File: src/rtl/fetch_stage_pkg.sv
// Shared fetch/decode types and constants: machine widths, the fetch buffer entry
// and the opcodes that decode and the immediate generator switch on.
package fetch_stage_pkg;

  localparam int XLEN = 32;
  localparam int ILEN = 32;

  localparam logic [XLEN-1:0] DEFAULT_RESET_PC = 32'h0000_0000;

  localparam logic [6:0] OPC_LOAD   = 7'b0000011;
  localparam logic [6:0] OPC_OP_IMM = 7'b0010011;
  localparam logic [6:0] OPC_STORE  = 7'b0100011;
  localparam logic [6:0] OPC_AUIPC  = 7'b0010111;

  typedef struct packed {
    logic [XLEN-1:0] pc;
    logic [ILEN-1:0] instr;
  } fetch_entry_t;

  function automatic logic [XLEN-1:0] align_pc(input logic [XLEN-1:0] pc);
    return {pc[XLEN-1:2], 2'b00};
  endfunction

  // Opcodes whose immediate is formed from instr[31:20] or the S-type split.
  function automatic logic has_i_or_s_imm(input logic [6:0] opc);
    return (opc == OPC_LOAD) || (opc == OPC_OP_IMM) || (opc == OPC_STORE);
  endfunction

  function automatic logic has_u_imm(input logic [6:0] opc);
    return opc == OPC_AUIPC;
  endfunction

endpackage

File: src/rtl/fetch_stage_if.sv
// Bundle of the fetch stage's memory, redirect and decode-side handshakes.
interface fetch_stage_if;
  import fetch_stage_pkg::*;

  logic            imem_req_valid;
  logic            imem_req_ready;
  logic [XLEN-1:0] imem_req_addr;
  logic            imem_rsp_valid;
  logic [ILEN-1:0] imem_rsp_data;
  logic            redirect_valid;
  logic [XLEN-1:0] redirect_pc;
  logic            id_valid;
  logic            id_ready;
  logic [ILEN-1:0] id_instr;
  logic [XLEN-1:0] id_pc;
  logic            misalign_err;

  modport master (
    output imem_req_valid, imem_req_addr, id_valid, id_instr, id_pc, misalign_err,
    input  imem_req_ready, imem_rsp_valid, imem_rsp_data, redirect_valid, redirect_pc, id_ready
  );

  modport slave (
    input  imem_req_valid, imem_req_addr, id_valid, id_instr, id_pc, misalign_err,
    output imem_req_ready, imem_rsp_valid, imem_rsp_data, redirect_valid, redirect_pc, id_ready
  );

endinterface

File: src/rtl/fetch_stage_fifo.sv
// In-order fetch buffer; the head entry comes straight from storage registers so
// the decode-side outputs never depend combinationally on the pop request.
module fetch_fifo
  import fetch_stage_pkg::*;
#(
  parameter int DEPTH = 4,
  localparam int AW = $clog2(DEPTH),
  localparam int NW = AW + 1
) (
  input  logic         clk,
  input  logic         rst_n,
  input  logic         flush,
  input  logic         push,
  input  fetch_entry_t push_data,
  input  logic         pop,
  output logic [NW-1:0] count,
  output fetch_entry_t head
);

  fetch_entry_t  mem [DEPTH];
  logic [AW-1:0] wr_ptr;
  logic [AW-1:0] rd_ptr;

  always_ff @(posedge clk or negedge rst_n) begin
    if (!rst_n) begin
      for (int i = 0; i < DEPTH; i++) mem[i] <= '0;
      wr_ptr <= '0;
      rd_ptr <= '0;
      count  <= '0;
    end else if (flush) begin
      wr_ptr <= '0;
      rd_ptr <= '0;
      count  <= '0;
    end else begin
      if (push) begin
        mem[wr_ptr] <= push_data;
        wr_ptr      <= wr_ptr + AW'(1);
      end
      if (pop) rd_ptr <= rd_ptr + AW'(1);
      count <= count + NW'(push) - NW'(pop);
    end
  end

  assign head = mem[rd_ptr];

endmodule

File: src/rtl/fetch_stage.sv
// Instruction fetch: owns the PC, issues credit-limited word requests, buffers
// in-order responses and drops words fetched down a redirected-away path.
module fetch_stage
  import fetch_stage_pkg::*;
#(
  parameter logic [XLEN-1:0] RESET_PC        = DEFAULT_RESET_PC,
  parameter int              FIFO_DEPTH      = 4,
  parameter int              MAX_OUTSTANDING = 2
) (
  input  logic          clk,
  input  logic          rst_n,
  fetch_stage_if.master bus
);

  localparam int CW = $clog2(MAX_OUTSTANDING * 2) + 1;
  localparam int NW = $clog2(FIFO_DEPTH) + 1;
  localparam int OW = ((CW > NW) ? CW : NW) + 2;

  logic [XLEN-1:0] pc;
  logic [XLEN-1:0] rsp_pc;
  logic [CW-1:0]   inflight;
  logic [CW-1:0]   discard;
  logic [NW-1:0]   count;
  logic [OW-1:0]   occupancy;
  logic            misalign_q;
  logic            redirect;
  logic [XLEN-1:0] target;
  logic            req_fire;
  logic            rsp_take;
  logic            rsp_drop;
  logic            rsp_push;
  logic            pop;
  fetch_entry_t    push_entry;
  fetch_entry_t    head;

  assign redirect  = bus.redirect_valid;
  assign target    = align_pc(bus.redirect_pc);
  assign occupancy = OW'(inflight) + OW'(discard) + OW'(count);

  // Every word that can still come back owns a buffer slot, so a push never meets a full FIFO.
  assign bus.imem_req_valid = rst_n && !redirect
                              && (inflight < CW'(MAX_OUTSTANDING))
                              && (occupancy < OW'(FIFO_DEPTH));
  assign bus.imem_req_addr  = pc;

  assign req_fire   = bus.imem_req_valid && bus.imem_req_ready;
  assign rsp_take   = bus.imem_rsp_valid && ((inflight != '0) || (discard != '0));
  assign rsp_drop   = rsp_take && (discard != '0);
  assign rsp_push   = rsp_take && (discard == '0) && !redirect;
  assign pop        = bus.id_valid && bus.id_ready && !redirect;
  assign push_entry = '{pc: rsp_pc, instr: bus.imem_rsp_data};

  always_ff @(posedge clk or negedge rst_n) begin
    if (!rst_n) begin
      pc         <= RESET_PC;
      rsp_pc     <= RESET_PC;
      inflight   <= '0;
      discard    <= '0;
      misalign_q <= 1'b0;
    end else if (redirect) begin
      pc       <= target;
      rsp_pc   <= target;
      inflight <= '0;
      // A word arriving now is wrong-path either way, so it consumes one of the owed drops.
      discard  <= discard + inflight - CW'(rsp_take);
      if (bus.redirect_pc[1:0] != 2'b00) misalign_q <= 1'b1;
    end else begin
      if (req_fire) pc <= pc + XLEN'(4);
      if (rsp_push) rsp_pc <= rsp_pc + XLEN'(4);
      inflight <= inflight + CW'(req_fire) - CW'(rsp_take && !rsp_drop);
      discard  <= discard - CW'(rsp_drop);
    end
  end

  fetch_fifo #(.DEPTH(FIFO_DEPTH)) u_fifo (
    .clk       (clk),
    .rst_n     (rst_n),
    .flush     (redirect),
    .push      (rsp_push),
    .push_data (push_entry),
    .pop       (pop),
    .count     (count),
    .head      (head)
  );

  assign bus.id_valid     = (count != '0);
  assign bus.id_instr     = head.instr;
  assign bus.id_pc        = head.pc;
  assign bus.misalign_err = misalign_q;

  a_counters_sane: assert property (@(posedge clk) disable iff (!rst_n)
    (inflight <= CW'(MAX_OUTSTANDING)) && (occupancy <= OW'(FIFO_DEPTH)));

endmodule

File: src/flat_wrapper.sv
// flat-port wrapper written by rule: the top's interface ports become plain ports
module fetch_stage_flat import fetch_stage_pkg::*;
#(
  parameter logic [XLEN-1:0] RESET_PC        = DEFAULT_RESET_PC,
  parameter int              FIFO_DEPTH      = 4,
  parameter int              MAX_OUTSTANDING = 2
)
  (clk, rst_n, bus_imem_req_valid, bus_imem_req_addr, bus_id_valid, bus_id_instr, bus_id_pc, bus_misalign_err, bus_imem_req_ready, bus_imem_rsp_valid, bus_imem_rsp_data, bus_redirect_valid, bus_redirect_pc, bus_id_ready);
  fetch_stage_if bus_i ();
  input  logic clk;
  input  logic rst_n;
  output wire logic [$bits(bus_i.imem_req_valid)-1:0] bus_imem_req_valid;
  output wire logic [$bits(bus_i.imem_req_addr)-1:0] bus_imem_req_addr;
  output wire logic [$bits(bus_i.id_valid)-1:0] bus_id_valid;
  output wire logic [$bits(bus_i.id_instr)-1:0] bus_id_instr;
  output wire logic [$bits(bus_i.id_pc)-1:0] bus_id_pc;
  output wire logic [$bits(bus_i.misalign_err)-1:0] bus_misalign_err;
  input wire logic [$bits(bus_i.imem_req_ready)-1:0] bus_imem_req_ready;
  input wire logic [$bits(bus_i.imem_rsp_valid)-1:0] bus_imem_rsp_valid;
  input wire logic [$bits(bus_i.imem_rsp_data)-1:0] bus_imem_rsp_data;
  input wire logic [$bits(bus_i.redirect_valid)-1:0] bus_redirect_valid;
  input wire logic [$bits(bus_i.redirect_pc)-1:0] bus_redirect_pc;
  input wire logic [$bits(bus_i.id_ready)-1:0] bus_id_ready;
  assign bus_imem_req_valid = bus_i.imem_req_valid;
  assign bus_imem_req_addr = bus_i.imem_req_addr;
  assign bus_id_valid = bus_i.id_valid;
  assign bus_id_instr = bus_i.id_instr;
  assign bus_id_pc = bus_i.id_pc;
  assign bus_misalign_err = bus_i.misalign_err;
  assign bus_i.imem_req_ready = bus_imem_req_ready;
  assign bus_i.imem_rsp_valid = bus_imem_rsp_valid;
  assign bus_i.imem_rsp_data = bus_imem_rsp_data;
  assign bus_i.redirect_valid = bus_redirect_valid;
  assign bus_i.redirect_pc = bus_redirect_pc;
  assign bus_i.id_ready = bus_id_ready;
  fetch_stage #(.RESET_PC(RESET_PC), .FIFO_DEPTH(FIFO_DEPTH), .MAX_OUTSTANDING(MAX_OUTSTANDING)) u_core (.clk(clk), .rst_n(rst_n), .bus(bus_i));
endmodule
File: config.mk
export PLATFORM = sky130hd
export DESIGN_NAME = fetch_stage_flat
export DESIGN_NICKNAME = d
export VERILOG_FILES = /design/src/rtl/fetch_stage_pkg.sv /design/src/rtl/fetch_stage_if.sv /design/src/rtl/fetch_stage_fifo.sv /design/src/rtl/fetch_stage.sv /design/src/flat_wrapper.sv
export SDC_FILE = /design/constraint.sdc
export NUM_CORES = 1
export LEC_CHECK = 0
export BUFFER_PORTS_ARGS = -buffer_cell sky130_fd_sc_hd__buf_4
export CORE_MARGIN = 10
export CORE_UTILIZATION = 53
export CTS_CLUSTER_DIAMETER = 40
export DETAILED_ROUTE_END_ITERATION = 16
export PLACE_DENSITY = 0.78
export RECOVER_POWER = 100
export SLEW_MARGIN = 30
export SYNTH_ARGS = -nofsm -noshare
export SYNTH_HDL_FRONTEND = slang
export SYNTH_SLANG_ARGS = --single-unit
File: constraint.sdc
create_clock -name clk -period 3 [get_ports clk]
set_input_delay 0.9 -clock clk [delete_from_list [all_inputs] [get_ports clk]]
set_output_delay 0.9 -clock clk [all_outputs]
set_load 0.005 [all_outputs]
# ---- Word-level counts from Yosys, hierarchy flattened
# Cells that the tools add are included.
dict set report op_classes {
  n_addsub 13
  magnitude_cmp 5
  mux 17
  n_bitwise 3
  reduce_logical 25
}
# operator count
set op_table {}
lappend op_table {{256-bit bitwise mux} 1}
lappend op_table {{64-bit 2-to-1 mux} 3}
lappend op_table {{64-bit binary-select mux with 2-bit select} 1}
lappend op_table {{64-bit demux with 2-bit select} 1}
lappend op_table {{32-bit 2-to-1 mux} 4}
lappend op_table {{32-bit by 3-bit adder with 32-bit output, second input constant} 2}
lappend op_table {{1-bit logical AND} 12}
lappend op_table {{3-bit by 1-bit subtractor with 3-bit output} 4}
lappend op_table {{3-bit 2-to-1 mux} 3}
lappend op_table {{3-bit nonzero test} 3}
lappend op_table {{2-bit 2-to-1 mux} 4}
lappend op_table {{2-bit nonzero test} 4}
lappend op_table {{3-bit by 1-bit adder with 3-bit output} 2}
lappend op_table {{3-bit >= comparator, second input constant} 2}
lappend op_table {{2-bit NOT with 3-bit output} 2}
lappend op_table {{5-bit by 3-bit adder with 5-bit output} 1}
lappend op_table {{5-bit by 3-bit less-than comparator with 1-bit output, second input constant} 1}
lappend op_table {{2-bit by 1-bit adder with 2-bit output, second input constant} 2}
lappend op_table {{3-bit by 3-bit adder with 4-bit output} 1}
lappend op_table {{2-bit AND reduction} 2}
lappend op_table {{3-bit adder} 1}
lappend op_table {{3-bit zero test} 1}
lappend op_table {{3-bit by 1-bit less-than comparator with 1-bit output, second input constant} 1}
lappend op_table {{3-bit by 2-bit less-than comparator with 1-bit output, second input constant} 1}
lappend op_table {{other kinds (3)} 4}
dict set report totals {
  reg_bits 334
  wordCells 79
}

# ---- Logic depth before layout (Yosys ltp)
# Gate-level depths: netlist (run 1).
dict set report depth {
  ltp_word 8
  ltp_mapped 14
}

# ---- Hierarchy
# From an unflattened synthesis (run 1), not the netlist that was laid out.
dict set report unflattened {
  cells_unflattened 1077
  hier_area_um2 16548.4
}
# module instances cells_per_inst area_each_um2 seq_area_each_um2
set by_module_without_submodules {}
lappend by_module_without_submodules {fetch_fifo 1 657 12339.3 6581.3}
lappend by_module_without_submodules {fetch_stage 1 420 4209.0 1676.6}

# ---- Worst setup path after synthesis (run 1)
# No wires, ideal clock.
dict set report synth_timing {
  path_kind {flip-flop to flip-flop}
  startpoint {reg u_core.discard[0]}
  endpoint {reg u_core.inflight[2]}
  setup_time_ps 132
  arrival_ps 3161
  required_time_ps 2868
  slack_ps -293
  path_stages_with_launch 15
  path_buffers 1
  period_less_slack_ps 3293
  cell_sequence {dfrtp_1 -> ha_1 -> fa_1 -> xor2_1 -> ha_1 -> nor4b_2 -> and2_0 -> clkbuf_1 -> nand2_1 -> inv_1 -> ha_1 -> inv_1 -> fa_1 -> xnor2_1 -> nor2_1}
}
dict set report synth_via {
  elab_chain_cells 8
  elab_cells_between_ends 14
}
# item line
set synth_rtl {}
lappend synth_rtl {{start: declaration} fetch_stage.sv:22} ;# logic [CW-1:0] discard;
lappend synth_rtl {{start signal: assignment} fetch_stage.sv:65} ;# discard <= discard + inflight - CW'(rsp_take);
lappend synth_rtl {{start signal: assignment} fetch_stage.sv:71} ;# discard <= discard - CW'(rsp_drop);
lappend synth_rtl {{3-bit by 3-bit adder with 4-bit output / 3-bit nonzero test (equally long branches)} {fetch_stage.sv:38, fetch_stage.sv:47, fetch_stage.sv:48}}
lappend synth_rtl {{5-bit by 3-bit adder with 5-bit output / 1-bit logical OR (equally long branches)} {fetch_stage.sv:38, fetch_stage.sv:47}}
lappend synth_rtl {{5-bit by 3-bit less-than comparator with 1-bit output / 1-bit logical AND (equally long branches)} {fetch_stage.sv:43, fetch_stage.sv:47}}
lappend synth_rtl {{1-bit logical AND, on equally long branches} {fetch_stage.sv:43, fetch_stage.sv:48}}
lappend synth_rtl {{1-bit logical AND / 1-bit zero test (equally long branches)} {fetch_stage.sv:46, fetch_stage.sv:70}}
lappend synth_rtl {{3-bit by 1-bit adder with 3-bit output / 1-bit logical AND (equally long branches)} fetch_stage.sv:70} ;# inflight <= inflight + CW'(req_fire) - CW'(rsp_take && !rsp_drop);
lappend synth_rtl {{3-bit by 1-bit subtractor with 3-bit output (*)} fetch_stage.sv:70}
lappend synth_rtl {{3-bit 2-to-1 mux (*)} fetch_stage.sv:60} ;# end else if (redirect) begin
lappend synth_rtl {{end signal: assignment} fetch_stage.sv:70}
lappend synth_rtl {{end: declaration} fetch_stage.sv:21} ;# logic [CW-1:0] inflight;
# Every way passes the cells marked *; elsewhere a longest branch is shown, timed or not.
# A chain may end at the register's enable or synchronous reset.

# ---- Worst setup path after layout (run 1)
dict set report layout_timing {
  startpoint {reg u_core.inflight[0]}
  endpoint {out bus_imem_req_valid}
}
dict set report layout_via {
  elab_chain_cells 4
  elab_cells_between_ends 6
}
# item line
set layout_rtl {}
lappend layout_rtl {{3-bit by 3-bit adder with 4-bit output} fetch_stage.sv:38} ;# assign occupancy = OW'(inflight) + OW'(discard) + OW'(count);
lappend layout_rtl {{5-bit by 3-bit adder with 5-bit output} fetch_stage.sv:38}
lappend layout_rtl {{5-bit by 3-bit less-than comparator with 1-bit output} fetch_stage.sv:43} ;# && (occupancy < OW'(FIFO_DEPTH));
lappend layout_rtl {{1-bit logical AND (*)} fetch_stage.sv:43}
lappend layout_rtl {{end: declaration} flat_wrapper.sv:12} ;# output wire logic [$bits(bus_i.imem_req_valid)-1:0] bus_imem_req_valid;
# Marked as above.

==> results.md, run 1 <==
- Clock latency on the worst-skew pair: 0.53 ns
- Dpl ws: -0.0254 ns
- Met2 Use GR: 32.1%
- Root buf cell: clkbuf_16
- WP data required: 2.10 ns
- Initial DRC count: 759
- Slew headroom: -33.1%
- Vias per cell: 5.92
- Max Cap Violations: 2
- Max frequency: 0.301 GHz
- Largest cells by area after synthesis: dfrtp_1, mux2_2, mux4_2
- Crit. End Element: output pin
- Core box area: 28,000 um2
- Max VDD drop: 0.400 mV
- Setup CP Type: reg -> out
- Syn Inst Count: 1,081
- # placed instances: 1,594
- Syn_area_per_cell: 14.1 um2
- Leakage: 8.91 nW
- Violated checks: capacitance limit, slew limit, setup timing
- #FFs+latches synth: 322
- Crit path DAT: 2.42 ns
- Starting Density: 54.3%
- DIE AREA: 35,900 um2
- Hold Buf Count CTS: 0
- Most frequent cells after synthesis: dfrtp_1, mux2_2, mux4_2
- Area Overhead vs Synth: 22.0%
- Number of remaining DRC errors: 0
- Routability cong.: 0.931
- First-pass GRT wire length: 58,100 um
- Post-synth ARST share: 100%
- Drt total wl: 36,400 um
- Layout cell share with drive strength beyond 1: 47.4%
- CTS H-Tree Depth: 2
- Time the worst path needs with I/O delays and setup: 3.32 ns
- Placed standard-cell area: 17,000 um2
- Clk slew on worst S/H paths: 0.05 ns
- Drt pass-1 iters: 8
- Fraction of the cycle the final worst path needs: 111%
- Yosys warns: 0
- Boundary pin count: 169
- Design area: 18,600 um2
- Final worst clock skew: 0.0126 ns
- GRT Util Overall: 20.0%
- Most common cell in the netlist: dfrtp_1
- Dpl hpwl: 24,100 um
- CTS Buffer Depth: 3
- RSZ-0062 raised after global routing: yes
- Actual slew at the worst max-slew pin: 2.00 ns
- Final #Nets: 1,362
- Sequential-to-total area share from yosys stat: 53.0%
- Initial antenna violation count: 0
- Final core occ: 66.3%
- Yosys cell types: 63
- PnR worst setup slack: -0.321 ns
- Final Max Slew Viols: 78
- Final Hold Viols: 0
- Gr busiest metal: met2
- Vias: 9,948
- Pwr/cell area: 702 nW/um2
- N_diodes: 0
- Fin Setup TNS: -8.62 ns
- CTS tree: done
- GR Util met1: 26.4%
- Worst Path Max Fanout: 2
- Port bufs: 164
- Post-synth top area cell: dfrtp_1
- Clock sink count: 322
- CP Launch Type: flop
- Cts bufs inserted: 42
- Met3 usage: 5.22%
- Fin cells: 1,679
- GRT overflow: 0
- Detail Route Antenna Nets: 0
- Top_reg_cell synth: dfrtp_1
- Hold crit path type: reg -> reg
- Chip height: 189 um
- Post-synth EDFFs: 0
- Number of global-route vias before repair: 10,700
- Status: finished with violations
- Row count: 61
- Largest net degree at the start of global routing: 131
- Die W: 189 um
- DR WL/cell: 21.7 um
- Netlist Area Pre-Place: 15,200 um2
- Area share of the leading cell type in the synthesized netlist: 53.0%
- Setup-failing EPs final: 84
## path summary, 6_finish.rpt
check,start,cells past startpoint,slack [ns],endpoint
worst max-delay path,u_core.inflight[0]$_DFF_PN0_,7,-0.32,bus_imem_req_valid
worst min-delay path,u_core.bus.misalign_err$_DFFE_PN0P_,1,0.48,u_core.bus.misalign_err$_DFFE_PN0P_
worst max register to register,u_core.discard[1]$_DFF_PN0_,8,-0.12,u_core.u_fifo.mem[251]$_DFFE_PN0P_
worst min register to register,u_core.bus.misalign_err$_DFFE_PN0P_,1,0.48,u_core.bus.misalign_err$_DFFE_PN0P_
max in group asynchronous,rst_n,3,0.01,u_core.u_fifo.mem[23]$_DFFE_PN0P_
min in group asynchronous,rst_n,2,1.47,u_core.bus.imem_req_addr[30]$_DFFE_PN0P_
## report_power, final
part | switching, mW | internal, mW
sequential | 0.366 | 4.73
clock | 1.98 | 3.26
combinational | 1.20 | 1.50
total | 3.54 | 9.49
## cell type report
cell class	count	area, um2
well taps	378	473
clock inverters	23	292
fillers	2015	9450
multi-input cells	667	6830
flip-flops and latches	322	8060
repair buffers	206	1580
clock buffers	55	1210
inverters	28	108
## flip-flops by register name, indices dropped and copies added (netlist names)
name,count
u_core.u_fifo.count,3
u_core.bus.misalign_err,1
u_core.u_fifo.mem,248
u_core.inflight,3
u_core.u_fifo.wr_ptr,2
u_core.discard,3
u_core.u_fifo.rd_ptr,2
u_core.rsp_pc,30
u_core.bus.imem_req_addr,30
## stage by stage
stage	total power, mW	hold WS [ns]
2_1_floorplan	6.54	0.459
3_3_place_gp	7.73	0.463
5_1_grt	13.7	0.504
4_1_cts	13.2	0.473
3_5_place_dp	7.81	0.466
6_report	13.0	0.476
## layer usage
layer	vias to the layer above	wire length, um
li1	4389	-
met1	5151	15900
met2	347	17400
met3	61	2550
met4	0	688
met5	-	0
## worst max-delay path, stage by stage, from the launching register on
cell     delay (ns)
dfrtp_1        0.39
ha_2           0.21
fa_2           0.33
xor2_1         0.15
ha_1           0.31
nor4b_4        0.23
and2_4         0.18
buf_6          0.09
## cell usage in the layout (no fill, tap or decap), drive strengths merged, types with 6 or more instances in the layout
cell	count
ha	21
xor2	25
and3	7
nand2	49
mux4	62
and4	10
nand4	23
buf	147
clkinv	10
nor4	15
nand3	27
or3	6
nor3	14
dfrtp	322
xnor2	21
o211ai	11
clkbuf	114
a21oi	11
inv	35
nor2	20
o21ai	19
mux2	268
## timing repair
item	CTS	global route
buffers inserted	2	4
cloned	0	1
setup endpoints to repair	2	28
resized for setup	9	9
pin swaps	5	8
## cell families after synthesis
kind of cell | synth area share, %
simple gates | 7.08
compound gates | 2.99
mux | 29.2
buf+inv | 2.76
other cells | 0.0247
xor+xnor | 2.65
flops | 53.0
fa+ha+maj | 2.25
Note: power is estimated with default switching activity, not from simulation.
==> run 2, diff against run 1 <==
- ABC_CLOCK_PERIOD_IN_PS: not set -> 3000
- CORE_UTILIZATION: 53 -> 35
- PLACE_DENSITY: 0.78 -> 0.56
==> results.md, run 2 (synthesis gave the netlist of run 1 again) <==
- Final Max Slew Viols: 132 (was 78)
- Detail Route Antenna Nets: 0 (unchanged)
- Clock latency on the worst-skew pair: 0.63 ns (was 0.53 ns)
- Starting Density: 35.4% (was 54.3%)
- Max FFs per register: 248 (unchanged)
- Fin cells: 1,934 (was 1,679)
- N_diodes: 0 (unchanged)
- Boundary pin count: 169 (unchanged)
- Violated checks: capacitance limit, slew limit, setup timing (unchanged)
- Crit path DAT: 2.51 ns (was 2.42 ns)
- WP data required: 2.10 ns (about the same)
- PnR worst setup slack: -0.407 ns (was -0.321 ns)
- Worst Path Max Fanout: 2 (unchanged)
- CP Launch Type: flop (unchanged)
- # placed instances: 1,806 (was 1,594)
- Placed standard-cell area: 17,400 um2 (was 17,000 um2)
- Routability cong.: 0.841 (was 0.931)
- Largest net degree at the start of global routing: 137 (was 131)
- Chip height: 228 um (was 189 um)
- Initial antenna violation count: 0 (unchanged)
- Time the worst path needs with I/O delays and setup: 3.41 ns (was 3.32 ns)
- Vias: 9,847 (was 9,948)
- Root buf cell: clkbuf_16 (unchanged)
- DIE AREA: 52,200 um2 (was 35,900 um2)
- Fraction of the cycle the final worst path needs: 114% (was 111%)
- Hold Buf Count CTS: 0 (unchanged)
- Design area: 19,800 um2 (was 18,600 um2)
- Max Cap Violations: 2 (unchanged)
- Slew headroom: -60.6% (was -33.1%)
- CTS tree: done (unchanged)
- Clk slew on worst S/H paths: 0.05 ns (about the same)
- Commonest non-fill, non-tap cell in the layout: dfrtp_1 (unchanged)
- Commonest non-fill, non-tap cells in the layout: dfrtp_1, mux2_2, buf_4 (unchanged)
- RSZ-0062 raised after global routing: yes (unchanged)
- Pwr/cell area: 754 nW/um2 (was 702 nW/um2)
- CTS Buffer Depth: 3 (unchanged)
- GRT Util Overall: 15.2% (was 20.0%)
- Fill cells: 3,911 (was 2,015)
- Actual slew at the worst max-slew pin: 2.41 ns (was 2.00 ns)
- Dpl ws: 0.0403 ns (was -0.0254 ns)
- CTS H-Tree Depth: 2 (unchanged)
- DR WL/cell: 20.4 um (was 21.7 um)
- Max frequency: 0.294 GHz (was 0.301 GHz)
- Leakage: 9.36 nW (was 8.91 nW)
- Die W: 228 um (was 189 um)
- Row count: 76 (was 61)
- Core box area: 43,000 um2 (was 28,000 um2)
- First-pass GRT wire length: 63,600 um (was 58,100 um)
- Area Overhead vs Synth: 30.3% (was 22.0%)
- Vias per cell: 5.09 (was 5.92)
- Clock sink count: 322 (unchanged)
- Max VDD drop: 0.509 mV (was 0.400 mV)
- Hold crit path type: reg -> reg (unchanged)
- Final worst clock skew: 0.0273 ns (was 0.0126 ns)
- Port bufs: 164 (unchanged)
- Cts bufs inserted: 58 (was 42)
- Number of global-route vias before repair: 10,800 (was 10,700)
- Status: finished with violations (unchanged)
- GRT overflow: 0 (unchanged)
- Drt total wl: 39,400 um (was 36,400 um)
- Dpl hpwl: 26,000 um (was 24,100 um)
- Setup-failing EPs final: 120 (was 84)
- Layout cell share with drive strength beyond 1: 48.2% (was 47.4%)
- Final core occ: 46.1% (was 66.3%)
- Fin Setup TNS: -11.57 ns (was -8.62 ns)
- Number of remaining DRC errors: 0 (unchanged)
- Final Hold Viols: 0 (unchanged)
- Top reg by flops: u_core.u_fifo.mem (unchanged)
- Crit. End Element: output pin (unchanged)
- Setup CP Type: reg -> out (unchanged)
- Drt pass-1 iters: 6 (was 8)
- Initial DRC count: 473 (was 759)
- Final #Nets: 1,394 (was 1,362)
## run 2: path summary, 6_finish.rpt
check / startpoint / to / slack [ns] / cells after the start
max in group asynchronous: rst_n / u_core.u_fifo.rd_ptr[1]$_DFFE_PN0P_ / 0.03 / 2
worst min-delay path: u_core.bus.misalign_err$_DFFE_PN0P_ / u_core.bus.misalign_err$_DFFE_PN0P_ / 0.47 / 1
worst max register to register: u_core.discard[1]$_DFF_PN0_ / u_core.u_fifo.mem[148]$_DFFE_PN0P_ / -0.15 / 9
min in group asynchronous: rst_n / u_core.u_fifo.mem[70]$_DFFE_PN0P_ / 1.19 / 2
worst max-delay path: u_core.discard[0]$_DFF_PN0_ / bus_imem_req_valid / -0.41 / 7
worst min register to register: u_core.bus.misalign_err$_DFFE_PN0P_ / u_core.bus.misalign_err$_DFFE_PN0P_ / 0.47 / 1
## run 2: power breakdown
part / switching, mW / total [mW] / internal, mW
Clock: 2.41 / 6.74 / 4.33
Combinational: 1.30 / 3.11 / 1.81
Sequential: 0.354 / 5.09 / 4.74
## run 2: layer usage
layer	wire (um)	track usage, %	up-vias
met5	0	0	-
met4	692	3.98	0
met3	2340	4.06	56
met2	18400	24.1	253
met1	18000	20.4	5079
li1	-	-	4459
## run 2: cell type report
| type | instances | area [um2] | area share (%) |
|---|---|---|---|
| clock buffers | 71 | 1550 | 7.82 |
| flip-flops and latches | 322 | 8060 | 40.7 |
| multi-input cells | 667 | 6790 | 34.2 |
| repair buffers | 222 | 2090 | 10.5 |
| clock inverters | 39 | 495 | 2.50 |
| well taps | 585 | 732 | 3.69 |
| inverters | 28 | 108 | 0.543 |
## run 2: per-stage QoR
step | hold slack (ns) | power [mW]
floorplan | 0.459 | 6.54
finish | 0.470 | 14.9
global placement | 0.457 | 7.81
global route | 0.486 | 15.7
CTS | 0.374 | 15.1
detailed placement | 0.460 | 7.85
## run 2: critical path: stages, from the launching register on
cell,delay (ns)
dfrtp_1,0.38
ha_2,0.21
fa_2,0.33
xor2_1,0.15
ha_1,0.30
nor4b_4,0.24
and2_4,0.19
buf_6,0.09
## run 2: what timing repair did
action                     CTS  global route
gates cloned                 4             2
setup endpoints to repair   55            72
buffers inserted            10             3
hold endpoints to repair     0             0
pin swaps                    3             6
gates resized for setup     48            35
==> run 3, diff against run 2 <==
- RECOVER_POWER: 100 -> not set
==> results.md, run 3 (synthesis gave the netlist of run 1 again) <==
- CTS tree: done (unchanged)
- Cts bufs inserted: 58 (unchanged)
- Status: finished with violations (unchanged)
- Number of remaining DRC errors: 0 (unchanged)
- Core box area: 43,000 um2 (unchanged)
- Boundary pin count: 169 (unchanged)
- Largest net degree at the start of global routing: 137 (unchanged)
- First-pass GRT wire length: 63,600 um (unchanged)
- Port bufs: 164 (unchanged)
- CTS Buffer Depth: 3 (unchanged)
- Chip height: 228 um (unchanged)
- Crit. End Element: output pin (unchanged)
- Clock sink count: 322 (unchanged)
- Fin cells: 1,934 (unchanged)
- Commonest non-fill, non-tap cells in the layout: dfrtp_1, mux2_2, buf_4 (unchanged)
- CP Launch Type: flop (unchanged)
- Final #Nets: 1,394 (unchanged)
- Final worst clock skew: 0.0286 ns (was 0.0273 ns)
- Vias: 9,863 (was 9,847)
- Time the worst path needs with I/O delays and setup: 3.41 ns (about the same)
- Hold crit path type: in -> async (was reg -> reg)
- Final Max Slew Viols: 0 (was 132)
- Commonest non-fill, non-tap cell in the layout: dfrtp_1 (unchanged)
- Area Overhead vs Synth: 31.6% (was 30.3%)
- DIE AREA: 52,200 um2 (unchanged)
- Worst setup path start: u_core.discard[0]$_DFF_PN0_ (unchanged)
- Detail Route Antenna Nets: 0 (unchanged)
- Drt total wl: 39,600 um (was 39,400 um)
- Max Cap Violations: 0 (was 2)
- Actual slew at the worst max-slew pin: 0.808 ns (was 2.41 ns)
- Fraction of the cycle the final worst path needs: 114% (about the same)
- Worst Path Max Fanout: 2 (unchanged)
- Clock latency on the worst-skew pair: 0.63 ns (about the same)
- Setup CP Type: reg -> out (unchanged)
- Reg2reg end: u_core.inflight[1]$_DFF_PN0_ (was u_core.u_fifo.mem[148]$_DFFE_PN0P_)
- N_diodes: 0 (unchanged)
- Initial antenna violation count: 0 (unchanged)
- Row count: 76 (unchanged)
- WP data required: 2.10 ns (about the same)
- Flop2flop setup slack: 0.11 ns (was -0.15 ns)
- Total power: 15.0 mW (was 14.9 mW)
- GRT overflow: 0 (unchanged)
- Max frequency: 0.293 GHz (was 0.294 GHz)
- Setup-failing EPs final: 6 (was 120)
- Number of global-route vias before repair: 10,800 (unchanged)
- RSZ-0062 raised after global routing: yes (unchanged)
- GRT Util Overall: 15.2% (unchanged)
- # placed instances: 1,806 (unchanged)
- PnR worst setup slack: -0.410 ns (was -0.407 ns)
- Depth of the most critical reg-to-reg path: 13 (was 9)
- Pwr/cell area: 751 nW/um2 (was 754 nW/um2)
- Die W: 228 um (unchanged)
- Slew headroom: 46.2% (was -60.6%)
- Top reg by flops: u_core.u_fifo.mem (unchanged)
- Final core occ: 46.6% (was 46.1%)
- Drt pass-1 iters: 4 (was 6)
- Clk slew on worst S/H paths: 0.05 ns (about the same)
- DR WL/cell: 20.5 um (was 20.4 um)
- Final Hold Viols: 0 (unchanged)
- Reg2reg start: u_core.discard[0]$_DFF_PN0_ (was u_core.discard[1]$_DFF_PN0_)
- Layout cell share with drive strength beyond 1: 50.7% (was 48.2%)
- Root buf cell: clkbuf_16 (unchanged)
- Dpl hpwl: 26,000 um (unchanged)
- Max VDD drop: 0.514 mV (was 0.509 mV)
- Worst setup endpoint: bus_imem_req_valid (unchanged)
- Fill cells: 3,869 (was 3,911)
- Leakage: 9.51 nW (was 9.36 nW)
- Max FFs per register: 248 (unchanged)
- Hold Buf Count CTS: 0 (unchanged)
- Initial DRC count: 472 (was 473)
- Dpl ws: 0.0403 ns (unchanged)
- Violated checks: setup timing (was capacitance limit, slew limit, setup timing)
- Routability cong.: 0.841 (unchanged)
- Crit path DAT: 2.51 ns (about the same)
- Design area: 20,000 um2 (was 19,800 um2)
- CTS H-Tree Depth: 2 (unchanged)
- Placed standard-cell area: 17,400 um2 (unchanged)
- Vias per cell: 5.10 (was 5.09)
- Starting Density: 35.4% (unchanged)
-- run 3: power breakdown --
part / internal (mW) / switching [mW] / total (mW)
clock: 4.33 / 2.42 / 6.75
sequential: 4.74 / 0.359 / 5.10
combinational: 1.87 / 1.31 / 3.18
total: 10.9 / 4.09 / 15.0
-- run 3: layout make-up --
| type | instances | area (um2) | area share, % |
|---|---|---|---|
| clock inverter | 39 | 495 | 2.48 |
| multi-input combinational | 667 | 6810 | 34.0 |
| inverter | 28 | 108 | 0.538 |
| tap | 585 | 732 | 3.66 |
| clock buffer | 71 | 1550 | 7.75 |
| sequential | 322 | 8070 | 40.3 |
| timing repair buffer | 222 | 2250 | 11.2 |
-- run 3: repair_timing --
item	CTS	global route
gates resized for setup	48	35
cloned	4	2
pin swaps	3	6
endpoints found under the setup margin	55	72
setup buffers	10	3
-- run 3: through the flow --
| stage | hold slack [ns] | TNS, ns |
|---|---|---|
| 2_1_floorplan | 0.459 | 0 |
| 3_3_place_gp | 0.457 | 0 |
| 3_5_place_dp | 0.460 | 0 |
| 4_1_cts | 0.374 | -1.73 |
| 5_1_grt | 0.379 | -3.46 |
| 6_report | 0.350 | -0.457 |
-- run 3: worst max-delay path, stage by stage (launching register included) --
cell	delay, ns
dfrtp_1	0.39
ha_2	0.21
fa_2	0.33
xor2_1	0.15
ha_1	0.30
nor4b_4	0.24
and2_4	0.19
buf_6	0.10
-- run 3: routing by layer --
metal / vias to the layer above / global-route usage, % / routed length (um)
met2: 245 / 24.1 / 18400
met1: 5102 / 20.4 / 18300
met5: - / 0 / 0
met4: 0 / 3.98 / 699
li1: 4457 / - / -
met3: 59 / 4.06 / 2240
-- run 3: how the worst min path moves through the flow --
stage | end | cells after the start
floorplan | u_core.bus.misalign_err$_DFFE_PN0P_ | 1
global placement | u_core.bus.misalign_err$_DFFE_PN0P_ | 1
detailed placement | u_core.bus.misalign_err$_DFFE_PN0P_ | 1
CTS | u_core.u_fifo.mem[195]$_DFFE_PN0P_ | 2
global route | u_core.u_fifo.mem[70]$_DFFE_PN0P_ | 2
finish | u_core.u_fifo.mem[70]$_DFFE_PN0P_ | 2
